==> config.mk <==
export PLATFORM = sky130hd
export DESIGN_NAME = pipe_stage_buf
export DESIGN_NICKNAME = d
export VERILOG_FILES = /design/src/rtl/pipe_stage_buf.sv
export SDC_FILE = /design/constraint.sdc
export NUM_CORES = 1
export LEC_CHECK = 0
export ABC_CLOCK_PERIOD_IN_PS = 2200
export BUFFER_PORTS_ARGS = -buffer_cell sky130_fd_sc_hd__buf_4
export CORE_ASPECT_RATIO = 1.1
export CORE_MARGIN = 2
export CORE_UTILIZATION = 49
export DETAILED_ROUTE_END_ITERATION = 6
export PLACE_DENSITY_LB_ADDON = 0.1
export SLEW_MARGIN = 0
export SYNTH_ARGS = -nofsm -noshare
export SYNTH_HDL_FRONTEND = slang
export SYNTH_SLANG_ARGS = --single-unit
==> constraint.sdc <==
create_clock -name clk -period 2.2 [get_ports clk]
set_input_delay 0.44 -clock clk [delete_from_list [all_inputs] [get_ports clk]]
set_output_delay 0.44 -clock clk [all_outputs]
set_load 0.005 [all_outputs]
==> src/rtl/pipe_stage_buf.sv <==
// Inter-stage pipeline buffer: valid/ready handshake, sync flush, optional 2-entry skid (SKID=1).
// Define PIPE_STALL_CNT_EN to add the saturating stall_cnt output.
module pipe_stage_buf #(
    parameter int CTRL_W = 8,
    parameter int DATA_W = 96,
    parameter int SKID   = 1
) (
    input  logic              clk,
    input  logic              rst_n,
    input  logic              flush,
    input  logic              in_valid,
    output logic              in_ready,
    input  logic [CTRL_W-1:0] in_ctrl,
    input  logic [DATA_W-1:0] in_data,
    output logic              out_valid,
    input  logic              out_ready,
    output logic [CTRL_W-1:0] out_ctrl,
    output logic [DATA_W-1:0] out_data
`ifdef PIPE_STALL_CNT_EN
    ,
    output logic [15:0]       stall_cnt
`endif
);

    // Occupancy encoding: bit 0 = main slot valid, bit 1 = skid slot valid.
    typedef enum logic [1:0] {
        EMPTY = 2'b00,
        ONE   = 2'b01,
        FULL  = 2'b11
    } occ_e;

    logic              m_valid;
    logic [CTRL_W-1:0] m_ctrl;
    logic [DATA_W-1:0] m_data;
    logic              push;
    logic              pop;

    assign push      = in_valid & in_ready;
    assign pop       = m_valid & out_ready;
    assign out_valid = m_valid;
    assign out_data  = m_data;
    assign out_ctrl  = m_valid ? m_ctrl : '0;

    function automatic logic [15:0] sat_inc(input logic [15:0] v);
        return (v == 16'hFFFF) ? v : v + 16'd1;
    endfunction

    generate
        if (SKID == 1) begin : g_skid
            occ_e              state;
            occ_e              state_nxt;
            logic              s_valid;
            logic [CTRL_W-1:0] s_ctrl;
            logic [DATA_W-1:0] s_data;
            logic              m_load_in;
            logic              m_load_s;
            logic              m_drain;
            logic              s_load;
            logic              s_drain;

            // in_ready comes straight off a state flop, so out_ready never reaches it.
            assign m_valid  = state[0];
            assign s_valid  = state[1];
            assign in_ready = ~s_valid;

            always_ff @(posedge clk or negedge rst_n) begin
                if (!rst_n) begin
                    state <= EMPTY;
                end else if (flush) begin
                    state <= EMPTY;
                end else begin
                    state <= state_nxt;
                end
            end

            always_comb begin
                state_nxt = state;
                case (state)
                    EMPTY: if (push) state_nxt = ONE;
                    ONE: begin
                        if (push && !pop)      state_nxt = FULL;
                        else if (pop && !push) state_nxt = EMPTY;
                    end
                    FULL:    if (pop) state_nxt = ONE;
                    default: state_nxt = EMPTY;
                endcase
            end

            always_comb begin
                m_load_in = 1'b0;
                m_load_s  = 1'b0;
                m_drain   = 1'b0;
                s_load    = 1'b0;
                s_drain   = 1'b0;
                case (state)
                    EMPTY: m_load_in = push;
                    ONE: begin
                        m_load_in = push & pop;
                        s_load    = push & ~pop;
                        m_drain   = pop & ~push;
                    end
                    FULL: begin
                        m_load_s = pop;
                        s_drain  = pop;
                    end
                    default: ;
                endcase
            end

            // Control bits are zeroed whenever their slot empties so a bubble never carries side effects.
            always_ff @(posedge clk or negedge rst_n) begin
                if (!rst_n) begin
                    m_ctrl <= '0;
                    s_ctrl <= '0;
                end else if (flush) begin
                    m_ctrl <= '0;
                    s_ctrl <= '0;
                end else begin
                    if (m_load_in)     m_ctrl <= in_ctrl;
                    else if (m_load_s) m_ctrl <= s_ctrl;
                    else if (m_drain)  m_ctrl <= '0;
                    if (s_load)        s_ctrl <= in_ctrl;
                    else if (s_drain)  s_ctrl <= '0;
                end
            end

            always_ff @(posedge clk or negedge rst_n) begin
                if (!rst_n) begin
                    m_data <= '0;
                    s_data <= '0;
                end else if (!flush) begin
                    if (m_load_in)     m_data <= in_data;
                    else if (m_load_s) m_data <= s_data;
                    if (s_load)        s_data <= in_data;
                end
            end

            a_no_orphan_skid: assert property (@(posedge clk) disable iff (!rst_n)
                s_valid |-> m_valid);
        end else begin : g_single
            assign in_ready = out_ready | ~m_valid;

            always_ff @(posedge clk or negedge rst_n) begin
                if (!rst_n) begin
                    m_valid <= 1'b0;
                    m_ctrl  <= '0;
                end else if (flush) begin
                    m_valid <= 1'b0;
                    m_ctrl  <= '0;
                end else if (push) begin
                    m_valid <= 1'b1;
                    m_ctrl  <= in_ctrl;
                end else if (pop) begin
                    m_valid <= 1'b0;
                    m_ctrl  <= '0;
                end
            end

            always_ff @(posedge clk or negedge rst_n) begin
                if (!rst_n) begin
                    m_data <= '0;
                end else if (!flush && push) begin
                    m_data <= in_data;
                end
            end
        end
    endgenerate

`ifdef PIPE_STALL_CNT_EN
    // Survives flush on purpose: it measures downstream back-pressure, not slot contents.
    always_ff @(posedge clk or negedge rst_n) begin
        if (!rst_n) begin
            stall_cnt <= 16'd0;
        end else if (m_valid && !out_ready) begin
            stall_cnt <= sat_inc(stall_cnt);
        end
    end
`endif

    a_bubble_ctrl: assert property (@(posedge clk) disable iff (!rst_n)
        !out_valid |-> (out_ctrl == '0));
    a_hold_stable: assert property (@(posedge clk) disable iff (!rst_n)
        (out_valid && !out_ready && !flush) |=> (out_valid && $stable(out_data) && $stable(out_ctrl)));

endmodule
Yosys cells after proc, flatten, opt, wreduce, memory -nomap -nowiden
Index checks and enable logic that the tools add are counted.
{ "totals": {"ff_bits": 210, "inputBits": 109, "output_inout_bits": 106, "word_cells": 50} }
{ "classes": {"n_eq_ne": 5, "muxes": 20, "bitwise_logic": 9, "reduce_logical": 11} }
{ "op_table": {"columns": ["operator", "count"], "rows": [
  ["96-bit two-way mux", 2],
  ["8-bit two-way mux", 8],
  ["2-bit two-way mux", 5],
  ["3-bit inequality test, second input constant", 2],
  ["2-bit case mux with 3 select lines", 1],
  ["1-bit bitwise AND", 5],
  ["4-bit inequality test, second input constant", 1],
  ["1-bit NOT", 4],
  ["2-bit AND reduction", 2],
  ["4-bit nonzero test", 1],
  ["1-bit two-way mux", 3],
  ["3-bit AND reduction", 1],
  ["3-bit nonzero test", 1],
  ["2-bit by 1-bit == test with 1-bit output, second input constant", 1],
  ["2-bit == test, second input constant", 1],
  ["1-bit logical AND", 2],
  ["1-bit zero test", 2],
  ["2-bit zero test", 1],
  ["1-bit case mux with 2 select lines", 1],
  ["2-bit nonzero test", 1]
]} }

Logic depth before layout (Yosys ltp)
Gate-level depths: netlist of run 1.
{ "depth": {"word_depth": 9, "depth_mapped": 9, "mapped_depth_nobuf": 6} }

Least setup slack after synthesis of run 1
Ideal clock, no wire load.
{ "synth_path": {"kind": "flip-flop to flip-flop", "startpoint": "register g_skid.state[0]", "endpoint": "register m_data[31], in the netlist out_data[31]", "setup_time_ps": 127, "arrival_time_ps": 2184, "required_ps": 2073, "path_slack_ps": -112, "stages_incl_launch_ff": 10, "path_buffers": 3, "synth_period_minus_slack_ps": 2312, "cell_sequence": "dfrtp_1 > clkbuf_1 > inv_1 > ha_1 > a31oi_4 > nor2_4 > nor3_2 > buf_2 > buf_2 > a211oi_1"} }
{ "synth_between": {"elab_chain_cells": 5, "elab_cells_between_ends": 10, "cone_classes": "2 x eq/ne; 3 x mux; 2 x bitwise; 3 x reduce/logical"} }
{ "synth_rtl": {"columns": ["item", "line", "text"], "rows": [
  ["start, declared", "50", "occ_e state;"],
  ["start signal, assigned", "72", "state <= state_nxt;"],
  ["1-bit bitwise AND", "39", "assign pop = m_valid & out_ready;"],
  ["1-bit bitwise AND", "98", "m_load_in = push & pop;"],
  ["1-bit case mux with 2 select lines", "95", "case (state)"],
  ["2-bit nonzero test (no line)", null, null],
  ["2-bit AND reduction (no line)", null, null],
  ["end signal, assigned", "132", "if (m_load_in) m_data <= in_data;"],
  ["end signal, assigned", "133", "else if (m_load_s) m_data <= s_data;"],
  ["end, declared", "34", "logic [DATA_W-1:0] m_data;"]
]} }
Several ways; a longest one is shown, not always the timed one.
A chain may end at the register's enable or synchronous reset.

Final worst setup path of run 1
{ "layout_path": {"startpoint": "register g_skid.state[1]", "endpoint": "register m_data[67], in the netlist out_data[67]"} }
{ "layout_between": {"elab_chain_cells": 6, "elab_cells_between_ends": 11, "cone_classes": "2 x eq/ne; 3 x mux; 3 x bitwise; 3 x reduce/logical"} }
{ "layout_rtl": {"columns": ["item", "line", "text"], "rows": [
  ["1-bit NOT", "64", "assign in_ready = ~s_valid;"],
  ["1-bit bitwise AND", "38", "assign push = in_valid & in_ready;"],
  ["1-bit bitwise AND", "98", null],
  ["1-bit case mux with 2 select lines", "95", null],
  ["2-bit nonzero test (no line)", null, null],
  ["2-bit AND reduction (no line)", null, null]
]} }
Several ways; a longest one is shown, not always the timed one.

==> results of run 1 <==
==> power by group <==
part	switching (W)	internal, W	total (W)	leakage, nW
registers	0.000834	0.00567	0.00650	2.45
clock network	0.00146	0.00233	0.00379	0.363
logic	0.00283	0.00272	0.00555	2.53
total	0.00512	0.0107	0.0158	5.35
==> kinds of logic after synthesis <==
| kind of cell | share of synthesized area [%] |
|---|---|
| buf+inv | 7.94 |
| flops | 58.0 |
| simple gates | 17.7 |
| compound gates | 15.8 |
| fa+ha+maj | 0.552 |
==> through the flow <==
| stage | hold slack (ns) | setup WS (ns) |
|---|---|---|
| 6_report | 0.159 | 0.119 |
| 5_1_grt | 0.159 | -0.00299 |
| 4_1_cts | 0.147 | 0.0488 |
| 3_5_place_dp | 0.434 | 0.0926 |
| 3_3_place_gp | 0.440 | 0.174 |
| 2_1_floorplan | 0.144 | 0.0188 |
==> sequential cells by signal (all words and copies together) (netlist names) <==
signal,count
m_ctrl,8
g_skid.s_data,96
g_skid.s_ctrl,8
out_data,96
g_skid.state,2
==> synthesized netlist by cell type, types with 2 or more instances <==
cell type / count
dfrtp_1: 210
buf_4: 5
buf_2: 29
nand3_1: 9
nor2_4: 2
nor2b_1: 9
a22oi_1: 8
nand2b_1: 2
o21ai_0: 99
nor2_1: 3
a22o_1: 8
nand2_1: 104
nor3_1: 193
inv_1: 99
ha_1: 4
buf_1: 3
and2_1: 9
clkbuf_1: 41
a21oi_1: 4
a211oi_1: 96
==> per-layer routing <==
metal  GRT usage, %  wire [um]  up-vias
met2           38.6      12000      269
met5              0          0        -
met1           33.9      10700     3761
met3           5.66       1950       43
li1               -          -     3645
met4           7.02        549        0
==> worst min-delay path: stages <==
cell	delay [ns]
buf_4	0.08
nand2_1	0.03
o21ai_0	0.05
==> how the worst max path moves through the flow <==
stage | startpoint | end | slack, ns | cells after the start
5_1_grt | g_skid.state[1] | out_data[61] | -0.003 | 9
2_1_floorplan | g_skid.state[0] | out_data[31] | 0.02 | 9
3_5_place_dp | g_skid.state[0] | out_data[48] | 0.09 | 7
3_3_place_gp | g_skid.state[0] | out_data[51] | 0.17 | 7
6_report | g_skid.state[1] | out_data[67] | 0.12 | 9
4_1_cts | g_skid.state[1] | out_data[67] | 0.05 | 8
==> cell type report <==
type / count / area (um^2)
Fill cell: 1563 / 6330
Sequential cell: 210 / 5260
Inverter: 99 / 372
Clock inverter: 3 / 65.1
Multi-Input combinational cell: 560 / 3110
Tap cell: 243 / 304
Timing Repair Buffer: 249 / 2170
Clock buffer: 33 / 673
==> timing repair <==
| action | in CTS | in global routing |
|---|---|---|
| setup endpoints to repair | 0 | 54 |
| resized for setup | 0 | 1 |
| hold buffers | 1 | 0 |
| buffers inserted | 0 | 7 |
| endpoints found under the hold margin | 50 | 0 |
==> results_dict.tcl, run 1 <==
set metrics [dict create \
    ys_seq_elements 210 \
    required_ns 2.58 \
    drive_above_1_share_pct 25.3 \
    grt_overflow 0 \
    hold_viol 0 \
    crit_buf_inv 4 \
    whs_path_depth 3 \
    mostFrequentLayoutCell "buf_4" \
    crit_path_frequent_cell "buf_12" \
    initial_core_util_pct 49.6 \
    vdd_drop_max_mv 1.03 \
    grt_use_total_pct 24.4 \
    r2r_end "out_data[67]" \
    cts_buffers 22 \
    fin_nets 1255 \
    crit_family "buffers and inverters" \
    syn_to_final_growth_pct 31.9 \
    finalSetupViolations 0 \
    finalNonFillerCells 1397 \
    worstSkewPairLatency_ns 0.49 \
    place.port_buffers 214 \
    clk_path_buf_depth 3 \
    final_max_slew_viol_count 0 \
    vias_per_cell 5.52 \
    drv_cap 0 \
    cts_root_buf "clkbuf_16" \
    syn_area_per_cell_um2 9.57 \
    wl_per_cell_um 18.0 \
    p_leak_nw 5.35 \
    synth_top_area_share_pct 58.0 \
    cts_sinks 210 \
    cts_tree "done" \
    io_pins 215 \
    synth.distinct_cells 30 \
    synthFlopType "dfrtp_1" \
    n_antenna_cell 0 \
    fin_util_pct 65.4 \
    die_w_um 134 \
    drc 0 \
    r2r_cells 9 \
    rr_startpoint "g_skid.state[1]" \
    min_from "in_data[58]" \
    holdPathEnd "g_skid.s_data[58]" \
    drt_iter0_markers 413 \
    clkSlewWorstSetupHoldPaths_ns 0.06 \
    status "finished clean" \
    ys_warn_count 0 \
    synth_area_leaders "dfrtp_1 58%, nor3_1 11%, a211oi_1 8.0%" \
    grt_pass1_vias 7509 \
    slowest_stage "dfrtp_1" \
    maxSlewHeadroom_pct 59.2 \
    cp_max_fo 25 \
    synth_top_area_cell "dfrtp_1" \
    clock.fmax_ghz 0.481 \
    gp_congestion 0.791 \
    finalPower_w 0.0158 \
    worstMarginPinSlew_ns 0.612 \
    crit_chain "inv_1 > ha_1 > a31oi_4 > buf_12 > nor2_4 > buf_12 > buf_12 > nor3_1 > a211oi_1" \
    die_h_um 147 \
    drt-total-wl_um 25200 \
    path_class "reg -> reg" \
    post-route-period-util_pct 94.6 \
    placed_area_um2 11000 \
    min_period_ns 2.08 \
    syn_inst 947 \
    p_per_area_nw_per_um2 1330 \
    dp_hpwl_um 14900 \
    worstSetupEndpointType "register" \
    htreeDepth 1 \
    final.setup.tns_ns 0 \
    final_area_um2 12000 \
    ant_nets 0 \
    coreArea_um2 18300 \
    most-common-layout-cells "226 x buf_4, 209 x dfrtp_1, 192 x nor3_1" \
    dieArea_um2 19600 \
    synth-async-reset-ratio_pct 100 \
    antenna_found_initial 0 \
    vias 7718 \
    grt_max_degree 105 \
    synth_nets 1060 \
    arrival_ns 2.46 \
    dp_cells 1348 \
    start_kind "register" \
    grt_pass1_wl_um 39100 \
    synth_seq_area_share_pct 58.0 \
    syn_area_um2 9060 \
    cpPeakStageDelay_ns 0.44 \
    firstDrtPassIters 6 \
    clock-skew-final_ns 0.0101 \
    hold_path.class "in -> reg" \
    r2r_slack_ns 0.12 \
    synth_edf_count 0 \
    rows 52 \
]
Note: power is estimated with default switching activity, not from simulation.
==> run 2, diff against run 1 <==
--- a/config.mk
+++ b/config.mk
@@ -5,11 +5,11 @@
 export SDC_FILE = /design/constraint.sdc
 export NUM_CORES = 1
 export LEC_CHECK = 0
-export ABC_CLOCK_PERIOD_IN_PS = 2200
+export ABC_CLOCK_PERIOD_IN_PS = 2500
 export BUFFER_PORTS_ARGS = -buffer_cell sky130_fd_sc_hd__buf_4
 export CORE_ASPECT_RATIO = 1.1
 export CORE_MARGIN = 2
-export CORE_UTILIZATION = 49
+export CORE_UTILIZATION = 55
 export DETAILED_ROUTE_END_ITERATION = 6
 export PLACE_DENSITY_LB_ADDON = 0.1
 export SLEW_MARGIN = 0
==> constraint.sdc (replaced) <==
create_clock -name clk -period 2.5 [get_ports clk]
set_input_delay 0.25 -clock clk [delete_from_list [all_inputs] [get_ports clk]]
set_output_delay 0.25 -clock clk [all_outputs]
set_load 0.005 [all_outputs]
==> run 2 against run 1 <==
Compared with the run above: register-to-register slack improved by 0.20 ns; largest power group unchanged; sequential cell count did not move; clock skew rose by 0.0015 ns; utilization rose by 12 points; critical endpoint is now out_data[49]; die area fell by 11%.
==> results_dict.tcl, run 2 (same netlist as run 1, synthesis figures left out) <==
set metrics [dict create \
    worstSetupEndpointType "register" \
    arrival_ns 2.54 \
    drt-total-wl_um 25200 \
    clock.fmax_ghz 0.459 \
    die_h_um 139 \
    min_period_ns 2.18 \
    firstDrtPassIters 5 \
    grt_pass1_vias 8208 \
    mostFrequentLayoutCell "buf_4" \
    grt_max_degree 123 \
    worstMarginPinSlew_ns 0.606 \
    dieArea_um2 17500 \
    most-common-layout-cells "222 x buf_4, 210 x dfrtp_1, 192 x nor3_1" \
    combPwrFrac_pct 34.4 \
    p_switching_w 0.00450 \
    seqPwrFrac_pct 41.3 \
    grt_pass1_wl_um 41500 \
    wl_per_cell_um 17.5 \
    finalPower_w 0.0138 \
    grt_overflow 0 \
    post-place-ws_ns 0.335 \
    io_pins 215 \
    drc 0 \
    drv_cap 0 \
    final.setup.tns_ns 0 \
    dp_hpwl_um 14300 \
    coreArea_um2 16200 \
    ctsHoldBuffers 92 \
    vias_per_cell 5.66 \
    vias 8138 \
    post-route-period-util_pct 87.2 \
    cts_resized 0 \
    clkSlewWorstSetupHoldPaths_ns 0.06 \
    ant_nets 0 \
    cp_max_fo 45 \
    drive_above_1_share_pct 22.8 \
    p_per_area_nw_per_um2 1100 \
    cts_root_buf "clkbuf_16" \
    rows 49 \
    final_max_slew_viol_count 0 \
    vdd_drop_max_mv 0.690 \
    required_ns 2.86 \
    place.port_buffers 214 \
    min_from "in_data[67]" \
    hold_path.class "in -> reg" \
    rr_startpoint "g_skid.state[0]" \
    worstSetupStartpoint "g_skid.state[0]" \
    swShare_pct 32.5 \
    cts_tree "done" \
    die_w_um 126 \
    clkPwrFrac_pct 24.3 \
    clk_path_buf_depth 3 \
    worstSkewPairLatency_ns 0.50 \
    hold_viol 0 \
    antenna_found_initial 0 \
    fin_nets 1333 \
    syn_to_final_growth_pct 38.9 \
    holdWs_ns 0.00623 \
    htreeDepth 1 \
    cts_buffers 22 \
    initial_core_util_pct 55.8 \
    path_class "reg -> reg" \
    drt_iter0_markers 559 \
    postCtsSetupBuffers 0 \
    p_leak_nw 5.63 \
    rsz0062_at_grt "no" \
    clock-skew-final_ns 0.0116 \
    grt_use_total_pct 28.6 \
    n_antenna_cell 0 \
    status "finished clean" \
    setup_slack_ns 0.321 \
    cts_sinks 210 \
    maxSlewHeadroom_pct 59.5 \
    p_int_w 0.00933 \
    n_fill_cell 1037 \
    start_kind "register" \
    gp_congestion 0.757 \
    fin_util_pct 77.5 \
    finalSetupViolations 0 \
]
==> run 2: path summary, 6_finish.rpt <==
check | to | slack (ns) | depth (start not counted)
worst max register to register | out_data[49] | 0.32 | 7
min in group asynchronous | g_skid.s_data[13] | 0.27 | 2
worst min register to register | m_ctrl[1] | 0.49 | 2
worst max-delay path | out_data[49] | 0.32 | 7
worst min-delay path | g_skid.s_data[67] | 0.006 | 3
max in group asynchronous | g_skid.s_data[77] | 1.40 | 3
==> run 2: metal layers <==
metal | up-vias | track usage, % | part of all wire (%)
met5 | - | 0 | 0
met4 | 0 | 9.72 | 2.7
met3 | 47 | 5.13 | 7.2
met2 | 344 | 45.8 | 48
met1 | 3943 | 39.7 | 42
li1 | 3804 | - | -
==> run 2: layout make-up <==
| type | count | area, um^2 | share of cell area [%] |
|---|---|---|---|
| clock buffer | 35 | 711 | 5.65 |
| clock inverter | 3 | 46.3 | 0.368 |
| inverter | 99 | 372 | 2.95 |
| multi-input combinational | 560 | 3110 | 24.7 |
| sequential | 210 | 5260 | 41.7 |
| tap | 204 | 255 | 2.03 |
| timing repair buffer | 327 | 2840 | 22.6 |
==> run 2: worst max-delay path, stage by stage (launching register included) <==
cell      delay [ns]
dfrtp_1         0.46
inv_1           0.10
ha_1            0.27
a31oi_4         0.34
nor2_4          0.13
nor3_4          0.29
buf_12          0.28
a211oi_1        0.14
==> run 2: metrics by stage <==
stage / cell area [um^2] / cells
2_1_floorplan: 9060 / 947
3_3_place_gp: 10900 / 1308
3_5_place_dp: 10900 / 1308
4_1_cts: 12600 / 1438
5_1_grt: 12600 / 1438
6_report: 12600 / 1438
==> run 2: power by group through the flow <==
stage	Clock, W	Combinational [W]	Sequential [W]
after floorplan	0	0.00234	0.00567
after global placement	0	0.00444	0.00572
after detailed placement	0	0.00456	0.00576
after CTS	0.00340	0.00472	0.00571
after global routing	0.00355	0.00526	0.00588
final	0.00336	0.00475	0.00572
==> run 3, diff against run 2 <==
--- a/config.mk
+++ b/config.mk
@@ -10,7 +10,9 @@
 export CORE_ASPECT_RATIO = 1.1
 export CORE_MARGIN = 2
 export CORE_UTILIZATION = 55
+export CTS_CLUSTER_SIZE = 25
 export DETAILED_ROUTE_END_ITERATION = 6
+export GPL_ROUTABILITY_DRIVEN = 0
 export PLACE_DENSITY_LB_ADDON = 0.1
 export SLEW_MARGIN = 0
 export SYNTH_ARGS = -nofsm -noshare
==> constraint.sdc (replaced) <==
create_clock -name clk -period 2.5 [get_ports clk]
set_input_delay 0.125 -clock clk [delete_from_list [all_inputs] [get_ports clk]]
set_output_delay 0.125 -clock clk [all_outputs]
set_load 0.005 [all_outputs]
==> run 3 against run 2 <==
Compared with the run above: sequential share of layout area is 0.21 points lower; critical endpoint is now out_data[48]; cell count increased by 0.56%; clock skew down 0.0057 ns; first-iteration DRC count down 9.5%; non-clock buffer count up 7; routed wire length fell by 2.0%; fmax decreased by 4.9%; design area grew 0.52%; sequential power hardly changed; register-to-register slack got worse by 0.11 ns; sequential cell count unchanged.
==> results_dict.tcl, run 3 (same netlist as run 1, synthesis figures left out) <==
set metrics [dict create \
    status "finished clean" \
    initial_core_util_pct 55.8 \
    vdd_drop_max_mv 0.685 \
    drt_iter0_markers 506 \
    final_area_um2 12700 \
    grt_max_degree 103 \
    swShare_pct 32.1 \
    rr_startpoint "g_skid.state[1]" \
    io_pins 215 \
    post-place-ws_ns 0.353 \
    dp_cells 1308 \
    r2r_end "out_data[48]" \
    clk_path_buf_depth 3 \
    ant_nets 0 \
    most-common-layout-cells "224 x buf_4, 210 x dfrtp_1, 192 x nor3_1" \
    cpPeakStageDelay_ns 0.45 \
    die_w_um 126 \
    cts_resized 0 \
    placed_area_um2 10900 \
    arrival_ns 2.68 \
    coreArea_um2 16200 \
    seqPwrFrac_pct 41.3 \
    crit_chain "inv_1 > ha_1 > a31oi_4 > buf_12 > buf_4 > nor3_1 > a211oi_1" \
    p_int_w 0.00942 \
    worstMarginPinSlew_ns 0.646 \
    maxSlewHeadroom_pct 57.0 \
    clkPwrFrac_pct 24.8 \
    antenna_found_initial 1 \
    rsz0062_at_grt "no" \
    clock-skew-final_ns 0.00587 \
    slowest_stage "dfrtp_1" \
    p_per_area_nw_per_um2 1100 \
    p_switching_w 0.00446 \
    start_kind "register" \
    final.setup.tns_ns 0 \
    post-route-period-util_pct 91.7 \
    drc 0 \
    cts_buffers 22 \
    mostFrequentLayoutCell "buf_4" \
    min_period_ns 2.29 \
    final_max_slew_viol_count 0 \
    cts_sinks 210 \
    vias_per_cell 5.60 \
    finalNonFillerCells 1446 \
    clock.fmax_ghz 0.436 \
    cts_tree "done" \
    firstDrtPassIters 5 \
    grt_use_total_pct 28.1 \
    setup_slack_ns 0.208 \
    rows 49 \
    dieArea_um2 17500 \
    clkSlewWorstSetupHoldPaths_ns 0.06 \
    grt_pass1_wl_um 40800 \
    r2r_cells 7 \
    worstSkewPairLatency_ns 0.49 \
    fin_util_pct 77.9 \
    r2r_slack_ns 0.21 \
    n_fill_cell 1111 \
    hold_viol 0 \
    path_class "reg -> reg" \
    wl_per_cell_um 17.1 \
    finalSetupViolations 0 \
    combPwrFrac_pct 33.9 \
    cp_max_fo 59 \
    multi_input_area_um2 3110 \
    place.port_buffers 214 \
    cp-endpoint "out_data[48]" \
    cts_root_buf "clkbuf_16" \
    die_h_um 139 \
    syn_to_final_growth_pct 39.6 \
    worstSetupStartpoint "g_skid.state[1]" \
    vias 8096 \
    postCtsSetupBuffers 0 \
    whs_path_depth 3 \
    grt_overflow 0 \
    drive_above_1_share_pct 22.6 \
    dp_hpwl_um 14300 \
    drt-total-wl_um 24700 \
    p_leak_nw 5.66 \
    grt_pass1_vias 8131 \
    hold_path.class "in -> reg" \
    worstSetupEndpointType "register" \
    drv_cap 0 \
    register_area_um2 5260 \
    fin_nets 1340 \
    htreeDepth 1 \
    required_ns 2.89 \
]
[run 3: cell types whose count changed in the layout (fill, tap and decap cells not counted), sizes merged]
cell	previous run	this run
clkinv	1	3
diode	0	1
bufinv	1	3
clkbuf	36	33
dlygate4sd3	92	99
inv	100	99
[run 3: how the worst min path moves through the flow]
stage,endpoint,slack (ns),from
2_1_floorplan,g_skid.s_ctrl[0],-0.17,rst_n
3_3_place_gp,g_skid.s_data[12],0.20,rst_n
3_5_place_dp,g_skid.s_data[12],0.20,rst_n
4_1_cts,g_skid.state[1],0.02,in_valid
5_1_grt,g_skid.state[1],0.06,in_valid
6_report,g_skid.state[1],0.04,in_valid
[run 3: what timing repair did]
action | in CTS | in global routing
hold buffers | 99 | 0
endpoints found under the hold margin | 222 | 0
setup endpoints to repair | 0 | 0
[run 3: metrics by stage]
step | total power [W] | hold slack, ns
finish | 0.0139 | 0.0428
global route | 0.0148 | 0.0561
CTS | 0.0139 | 0.0243
global placement | 0.0101 | 0.203
detailed placement | 0.0103 | 0.202
floorplan | 0.00802 | -0.171
[run 3: cell type report]
class	instances	area share [%]
Timing Repair Buffer	334	22.8
Clock buffer	32	5.29
Tap cell	204	2.02
Clock inverter	6	0.831
Inverter	99	2.94
Multi-Input combinational cell	560	24.6
Sequential cell	210	41.5
Antenna cell	1	0.0198
[run 3: metal layers]
metal	GRT usage (%)	wire (um)	vias up
met5	0	0	-
met4	8.10	427	0
met3	6.02	1880	40
met2	45.8	12200	326
met1	38.4	10200	3905
li1	-	-	3825
[run 3: power by group through the flow]
stage | Combinational, W | Sequential (W) | Clock, W
floorplan | 0.00234 | 0.00567 | 0
global placement | 0.00440 | 0.00571 | 0
detailed placement | 0.00452 | 0.00575 | 0
CTS | 0.00469 | 0.00571 | 0.00350
global route | 0.00522 | 0.00590 | 0.00366
finish | 0.00471 | 0.00573 | 0.00344
[run 3: critical path: cells and delay by family, from the launching register on]
kind	cells	cell delay (ns)
AOI/OAI and AO/OA	2	0.54
buffers and inverters	3	0.77
adders and majority gates	1	0.27
and+or+nand+nor	1	0.10
DFF	1	0.45
